### config.mk
export PLATFORM = sky130hd
export DESIGN_NAME = booth_wallace_ctrl
export DESIGN_NICKNAME = d
export VERILOG_FILES = /design/src/rtl/booth_wallace_ctrl.sv
export SDC_FILE = /design/constraint.sdc
export NUM_CORES = 2
export LEC_CHECK = 0
export CORE_AREA = 2 2 507 509
export CTS_BUF_LIST = sky130_fd_sc_hd__clkbuf_4 sky130_fd_sc_hd__clkbuf_8
export CTS_CLUSTER_DIAMETER = 80
export CTS_CLUSTER_SIZE = 14
export DETAILED_ROUTE_END_ITERATION = 8
export DIE_AREA = 0 0 509 511
export HOLD_SLACK_MARGIN = 0.06
export SYNTH_ARGS = -nofsm -noshare
export SYNTH_HDL_FRONTEND = slang
export SYNTH_SLANG_ARGS = --single-unit
### constraint.sdc
create_clock -name clk -period 3.5 [get_ports clk]
set_clock_uncertainty 0.15 [all_clocks]
set_input_delay 0.525 -clock clk [delete_from_list [all_inputs] [get_ports clk]]
set_output_delay 0.525 -clock clk [all_outputs]
set_load 0.05 [all_outputs]
### src/rtl/booth_wallace_ctrl.sv
// rtl/booth_wallace_ctrl.sv - radix-4 Booth encoder and sequencer for an external Wallace tree
// Two requesters share one multiplier. The external tree sums pp_bus into wallace_sum.
// Build option: BOOTH_WALLACE_CTRL_RR_ARB_EN selects round-robin arbitration.
// When it is left undefined, requester 0 has fixed priority.
module booth_wallace_ctrl #(
  parameter int unsigned RED_CYCLES = 1
) (
  input  logic          clk,
  input  logic          rst,
  input  logic          req0_valid,
  output logic          req0_ready,
  input  logic [31:0]   req0_a,
  input  logic [31:0]   req0_b,
  input  logic          req1_valid,
  output logic          req1_ready,
  input  logic [31:0]   req1_a,
  input  logic [31:0]   req1_b,
  output logic [1023:0] pp_bus,
  input  logic [63:0]   wallace_sum,
  output logic          res_valid,
  input  logic          res_ready,
  output logic [63:0]   res_p,
  output logic          res_src,
  output logic          busy
);

  typedef enum logic [1:0] {IDLE, ENC, RED, DONE} state_t;

  localparam logic [3:0] RED_LOAD = 4'(RED_CYCLES);

  state_t        state_q, state_d;
  logic [31:0]   a_q, a_d;
  logic [31:0]   b_q, b_d;
  logic          src_q, src_d;
  logic [1023:0] pp_q, pp_d;
  logic [3:0]    cnt_q, cnt_d;
  logic [63:0]   res_p_q, res_p_d;
  logic          res_src_q, res_src_d;
  logic          grant0, grant1;
  logic [1023:0] booth_pp;
  logic [32:0]   b_ext;
`ifdef BOOTH_WALLACE_CTRL_RR_ARB_EN
  logic          rr_last_q, rr_last_d;
`endif

  // One Booth digit: select 0, +-a or +-2a, then weight it by 4^k.
  function automatic logic [63:0] booth_digit(input logic [31:0] a, input logic [2:0] sel,
                                              input int k);
    logic [63:0] a64;
    logic [63:0] m;
    a64 = {{32{a[31]}}, a};
    case (sel)
      3'b001, 3'b010: m = a64;
      3'b011:         m = a64 << 1;
      3'b100:         m = -(a64 << 1);
      3'b101, 3'b110: m = -a64;
      default:        m = '0;
    endcase
    return m << (2 * k);
  endfunction

  // Arbitration winner among valid requesters. Only requesters whose valid is high can win.
  always_comb begin
    grant0 = 1'b0;
    grant1 = 1'b0;
`ifdef BOOTH_WALLACE_CTRL_RR_ARB_EN
    if (req0_valid && req1_valid) begin
      grant0 = rr_last_q;
      grant1 = ~rr_last_q;
    end else begin
      grant0 = req0_valid;
      grant1 = req1_valid;
    end
`else
    grant0 = req0_valid;
    grant1 = req1_valid & ~req0_valid;
`endif
  end

  // Readies exist only in IDLE and never while reset is asserted.
  always_comb begin
    req0_ready = (state_q == IDLE) && !rst && grant0;
    req1_ready = (state_q == IDLE) && !rst && grant1;
  end

  // Partial products from the captured operands. b is extended with b[-1] = 0 below bit 0.
  always_comb begin
    booth_pp = '0;
    b_ext    = {b_q, 1'b0};
    for (int k = 0; k < 16; k++) begin
      booth_pp[64*k +: 64] = booth_digit(a_q, b_ext[2*k +: 3], k);
    end
  end

  // Next-state logic and datapath updates for the IDLE/ENC/RED/DONE sequence.
  always_comb begin
    state_d   = state_q;
    a_d       = a_q;
    b_d       = b_q;
    src_d     = src_q;
    pp_d      = pp_q;
    cnt_d     = cnt_q;
    res_p_d   = res_p_q;
    res_src_d = res_src_q;
`ifdef BOOTH_WALLACE_CTRL_RR_ARB_EN
    rr_last_d = rr_last_q;
`endif
    case (state_q)
      IDLE: begin
        if (req0_ready || req1_ready) begin
          a_d     = req1_ready ? req1_a : req0_a;
          b_d     = req1_ready ? req1_b : req0_b;
          src_d   = req1_ready;
          state_d = ENC;
`ifdef BOOTH_WALLACE_CTRL_RR_ARB_EN
          rr_last_d = req1_ready;
`endif
        end
      end
      ENC: begin
        pp_d    = booth_pp;
        cnt_d   = RED_LOAD;
        state_d = RED;
      end
      RED: begin
        // pp_bus stays frozen here; the tree output is taken on the final count.
        if (cnt_q <= 4'd1) begin
          res_p_d   = wallace_sum;
          res_src_d = src_q;
          cnt_d     = 4'd0;
          state_d   = DONE;
        end else begin
          cnt_d = cnt_q - 4'd1;
        end
      end
      DONE: begin
        if (res_ready) begin
          state_d = IDLE;
        end
      end
      default: state_d = IDLE;
    endcase
  end

  // State and datapath registers. Reset aborts any operation in flight.
  always_ff @(posedge clk) begin
    if (rst) begin
      state_q   <= IDLE;
      a_q       <= '0;
      b_q       <= '0;
      src_q     <= 1'b0;
      pp_q      <= '0;
      cnt_q     <= 4'd0;
      res_p_q   <= '0;
      res_src_q <= 1'b0;
`ifdef BOOTH_WALLACE_CTRL_RR_ARB_EN
      rr_last_q <= 1'b1;
`endif
    end else begin
      state_q   <= state_d;
      a_q       <= a_d;
      b_q       <= b_d;
      src_q     <= src_d;
      pp_q      <= pp_d;
      cnt_q     <= cnt_d;
      res_p_q   <= res_p_d;
      res_src_q <= res_src_d;
`ifdef BOOTH_WALLACE_CTRL_RR_ARB_EN
      rr_last_q <= rr_last_d;
`endif
    end
  end

  // Output drive.
  always_comb begin
    pp_bus    = pp_q;
    res_valid = (state_q == DONE);
    res_p     = res_p_q;
    res_src   = res_src_q;
    busy      = (state_q != IDLE);
  end

endmodule
==> impl_results.md <==
- Post-synthesis mux area share: around 4.3%
- Largest net degree at the start of global routing: 136
- Initial antenna violation count: 35
- Busiest grt layer: met2
- Fmax: 281 MHz
- Post-synth EDFFs: 0
- Post-synthesis cell count: 6677
- Detailed Route WL: 415000 um
- Post-synth top area cell: dfxtp_1
- Critical path class: register to register
- Total CTS buffers: 103
- Slew of the pin with the lowest slew margin: about 1500 ps
- Core area: about 260000 um^2
- Clk Latency, worst-skew pair: 1030 ps
- Critical path's slowest cell: a221oi_1
- Final #Nets: 7914
- Synth top area share: between 30% and 40%
- Starting Density: 20.4%
- Number of remaining DRC errors: 2
- Min Tclk post-route: 3550 ps
- CP arrival: 4300 ps
- Simple-Gate Fraction of Synth Area: 15.0%
- Max VDD drop: about 0.42 mV
- Failing checks: DRC, capacitance limit, setup timing
- Share of layout cells above drive strength 1: 12.8%
- Max Slew Vio Count: 0
- Area of the multi-input gates: 29900 um^2
- Global Route met2 Usage: 42.8%
- Final worst slack: -52.9 ps
- Clock transition at the registers of the reported paths: 100 ps
- Most common cell after layout, fill and taps aside: nand2_1
- Syn_area_per_cell: 7.81 um^2
- Met3 GRT Util: 14.1%
- GRT Overall Usage: 30.4%
- Leakage: 26.0 nW
- Die X: 509 um
- Sequential cell area: about 18000 um^2
- Final Hold Fails: 0
- CP top delay family: buffers and inverters
- Compound-Gate Fraction of Synth Area: 30.8%
- Io pins: 1290
- Htree depth: 3
- Outcome: finished with violations
- Worst rel slew slack: 1.85%
- Pint: 0.0252 W
- Final Power: 0.0566 W
- Synth async-reset ratio: 0%
- CTS Root Cell: clkbuf_8
- CP max FO: 16
- Post-synth top flop: dfxtp_1
- Antenna Violating Nets Remaining: 0
- Most used cell, CP: buf_4
- Final setup fails: 1
- RD Place Congestion: ~1.0
- CP bufs+invs: 5
- Worst Hold Class: input pin to register
- Sw Ratio: 55.5%
- Final Core Density: 28.0%
- Drt wl/cell: 37.2 um
- XOR/XNOR share of the synthesized area: 4.90%
- Unrepaired setup endpoints after global routing: false
- Synthesis Warnings: 0
- Vias in the first global route: 56600
- Register area share after synthesis: 35.3%
- Met1 Use GR: between 30% and 40%
- Unique masters post-synth: 87
- Clock network fraction of design power: around 16%
- Comb power frac: 60.4%
- Mapped cell area: approximately 52000 um^2
- Clock Path Buffers: 3
- Synth-to-Final Area Change: 36.9%
- # port buffers: 1049
- CTS tree: done
- Minimum hold slack: roughly 74 ps
- Commonest non-fill, non-tap cells in the layout: nand2_1 (1010), clkdlybuf4s50_1 (1004), dfxtp_1 (876)
- Die Y-Extent: 511 um
- Maxcap violations: 1
- CTS Sinks: 920
- Std-Cell Rows: 186
- CP Capture Type: register
- Remaining Overflow, GRT: 0
- Post-DP HPWL: 321000 um
- First-pass GRT wire length: approximately 540000 um
- Seq pwr share: a little under a quarter
- Post-Synth Adder-Cell Area: 0.240%
- #FFs+latches synth: 920
- Worst path required time: around 4300 ps
- Largest family of logic cells by synthesized area: compound AO/OA/AOI/OAI gates
- # fillers: 27400
- Drt via density: 5.55
- Setup crit start kind: register
- Psw: 0.0314 W
- CP peak stage delay: 620 ps
- Buffer count from post-CTS setup fixing: 0
- Die ar.: 260000 um^2
- Worst path cell trace: inv_1 > ha_1 > nor3b_2 > buf_4 > nand4_1 > buf_4 > xor2_2 > buf_4 > a221oi_1 > buf_4 > nor3_1
- Power per cell area: 793 nW/um^2
- Largest cells by area after synthesis: dfxtp_1 (35%), nand2_1 (7.3%), a21oi_1 (4.9%), clkbuf_1 (4.7%), o21ai_0 (4.5%)
- Routed vias: 62000
- Initial drt markers: 10400
- First drt pass iteration count: 9
- Final worst path period share: 102%
-- repair_timing --
item,in CTS,in global routing
gates resized for setup,1,2
hold buffers,52,0
pin swaps,0,0
hold endpoints to repair,86,0
setup endpoints to repair,1,1
cloned,0,0
-- registers in the layout, indices dropped and copies added, names as in the netlist --
| name | cells |
|---|---|
| state_q | 2 |
| b_q | 32 |
| pp_bus | 784 |
| a_q | 32 |
| src_q | 1 |
| cnt_q | 4 |
| res_src | 1 |
| res_p | 64 |
-- power groups by stage --
| stage | Sequential (W) | Clock (W) | Combinational, W |
|---|---|---|---|
| floorplan | 0.0160 | 0 | 0.0145 |
| global placement | 0.0135 | 0 | 0.0328 |
| detailed placement | 0.0135 | 0 | 0.0329 |
| CTS | 0.0133 | 0.00921 | 0.0331 |
| global route | 0.0135 | 0.00951 | 0.0348 |
| finish | 0.0134 | 0.00905 | 0.0342 |
-- cell type report --
type,instances,area share [%]
clock buffers,114,2.14
inverters,39,0.216
diodes,18,0.0631
flip-flops and latches,920,25.9
repair buffers,1714,22.8
clock inverters,58,1.08
well taps,3384,5.93
multi-input cells,4929,41.9
-- cells in the mapped netlist (all sizes together) (27+ instances only) --
cell type and instances:
clkbuf 661, o31ai 30, a211oi 170, o211ai 32, nor3 129, mux2i 191
dfxtp 920, inv 30, nand3 70, xnor2 220, and2 30, xor2 70
a221oi 223, o22ai 53, a21o 228, a21oi 510, mux2 27, buf 367
o21ai 475, a222oi 145, nor2 390, nor2b 41, a22oi 163, o221ai 49
a31oi 84, nand2 1012
-- layer usage --
layer,vias up,share of wire (%),routed length (um)
met5,-,0.012,48
met4,8,6.8,28100
met3,842,15,61600
met1,30500,39,161000
li1,25800,-,-
met2,4815,40,164000
-- kinds of logic (layout without fill, tap and decap cells) --
| group | after synthesis | after routing |
|---|---|---|
| AND/OR/NAND/NOR | 1821 | 1821 |
| buffers and inverters | 1067 | 1925 |
| flip-flops | 920 | 920 |
| adder cells (fa/ha/maj) | 10 | 10 |
| other | 1 | 258 |
| multiplexers | 218 | 218 |
| XOR/XNOR | 290 | 290 |
| AO/OA/AOI/OAI | 2350 | 2350 |
-- through the flow --
| stage | cells | area (um^2) | worst slack, ps | setup TNS (ps) |
|---|---|---|---|---|
| floorplan | 6916 | 53000 | 347 | 0 |
| global placement | 10900 | 68500 | -169 | -258 |
| detailed placement | 10900 | 68500 | -151 | -396 |
| CTS | 11200 | 71300 | 45.5 | 0 |
| global route | 11200 | 71300 | 43.0 | 0 |
| finish | 11200 | 71400 | -52.9 | -52.9 |
-- final timing paths --
path               from    endpoint  slack, ps  cells past startpoint
min reg2reg  pp_bus[35]  pp_bus[35]        300                      2
max reg2reg      a_q[1]  pp_bus[17]        -50                     11
min          req0_b[19]     b_q[19]         70                      3
max              a_q[1]  pp_bus[17]        -50                     11
-- worst reg2reg max path, delay by kind of cell (launching register included) --
| family | cells | cell delay [ps] |
|---|---|---|
| flops | 1 | 360 |
| simple gates | 3 | 730 |
| compound gates | 1 | 630 |
| fa+ha+maj | 1 | 180 |
| xor+xnor | 1 | 150 |
| buf+inv | 5 | 1250 |
Power figures use the tool's default switching activity.
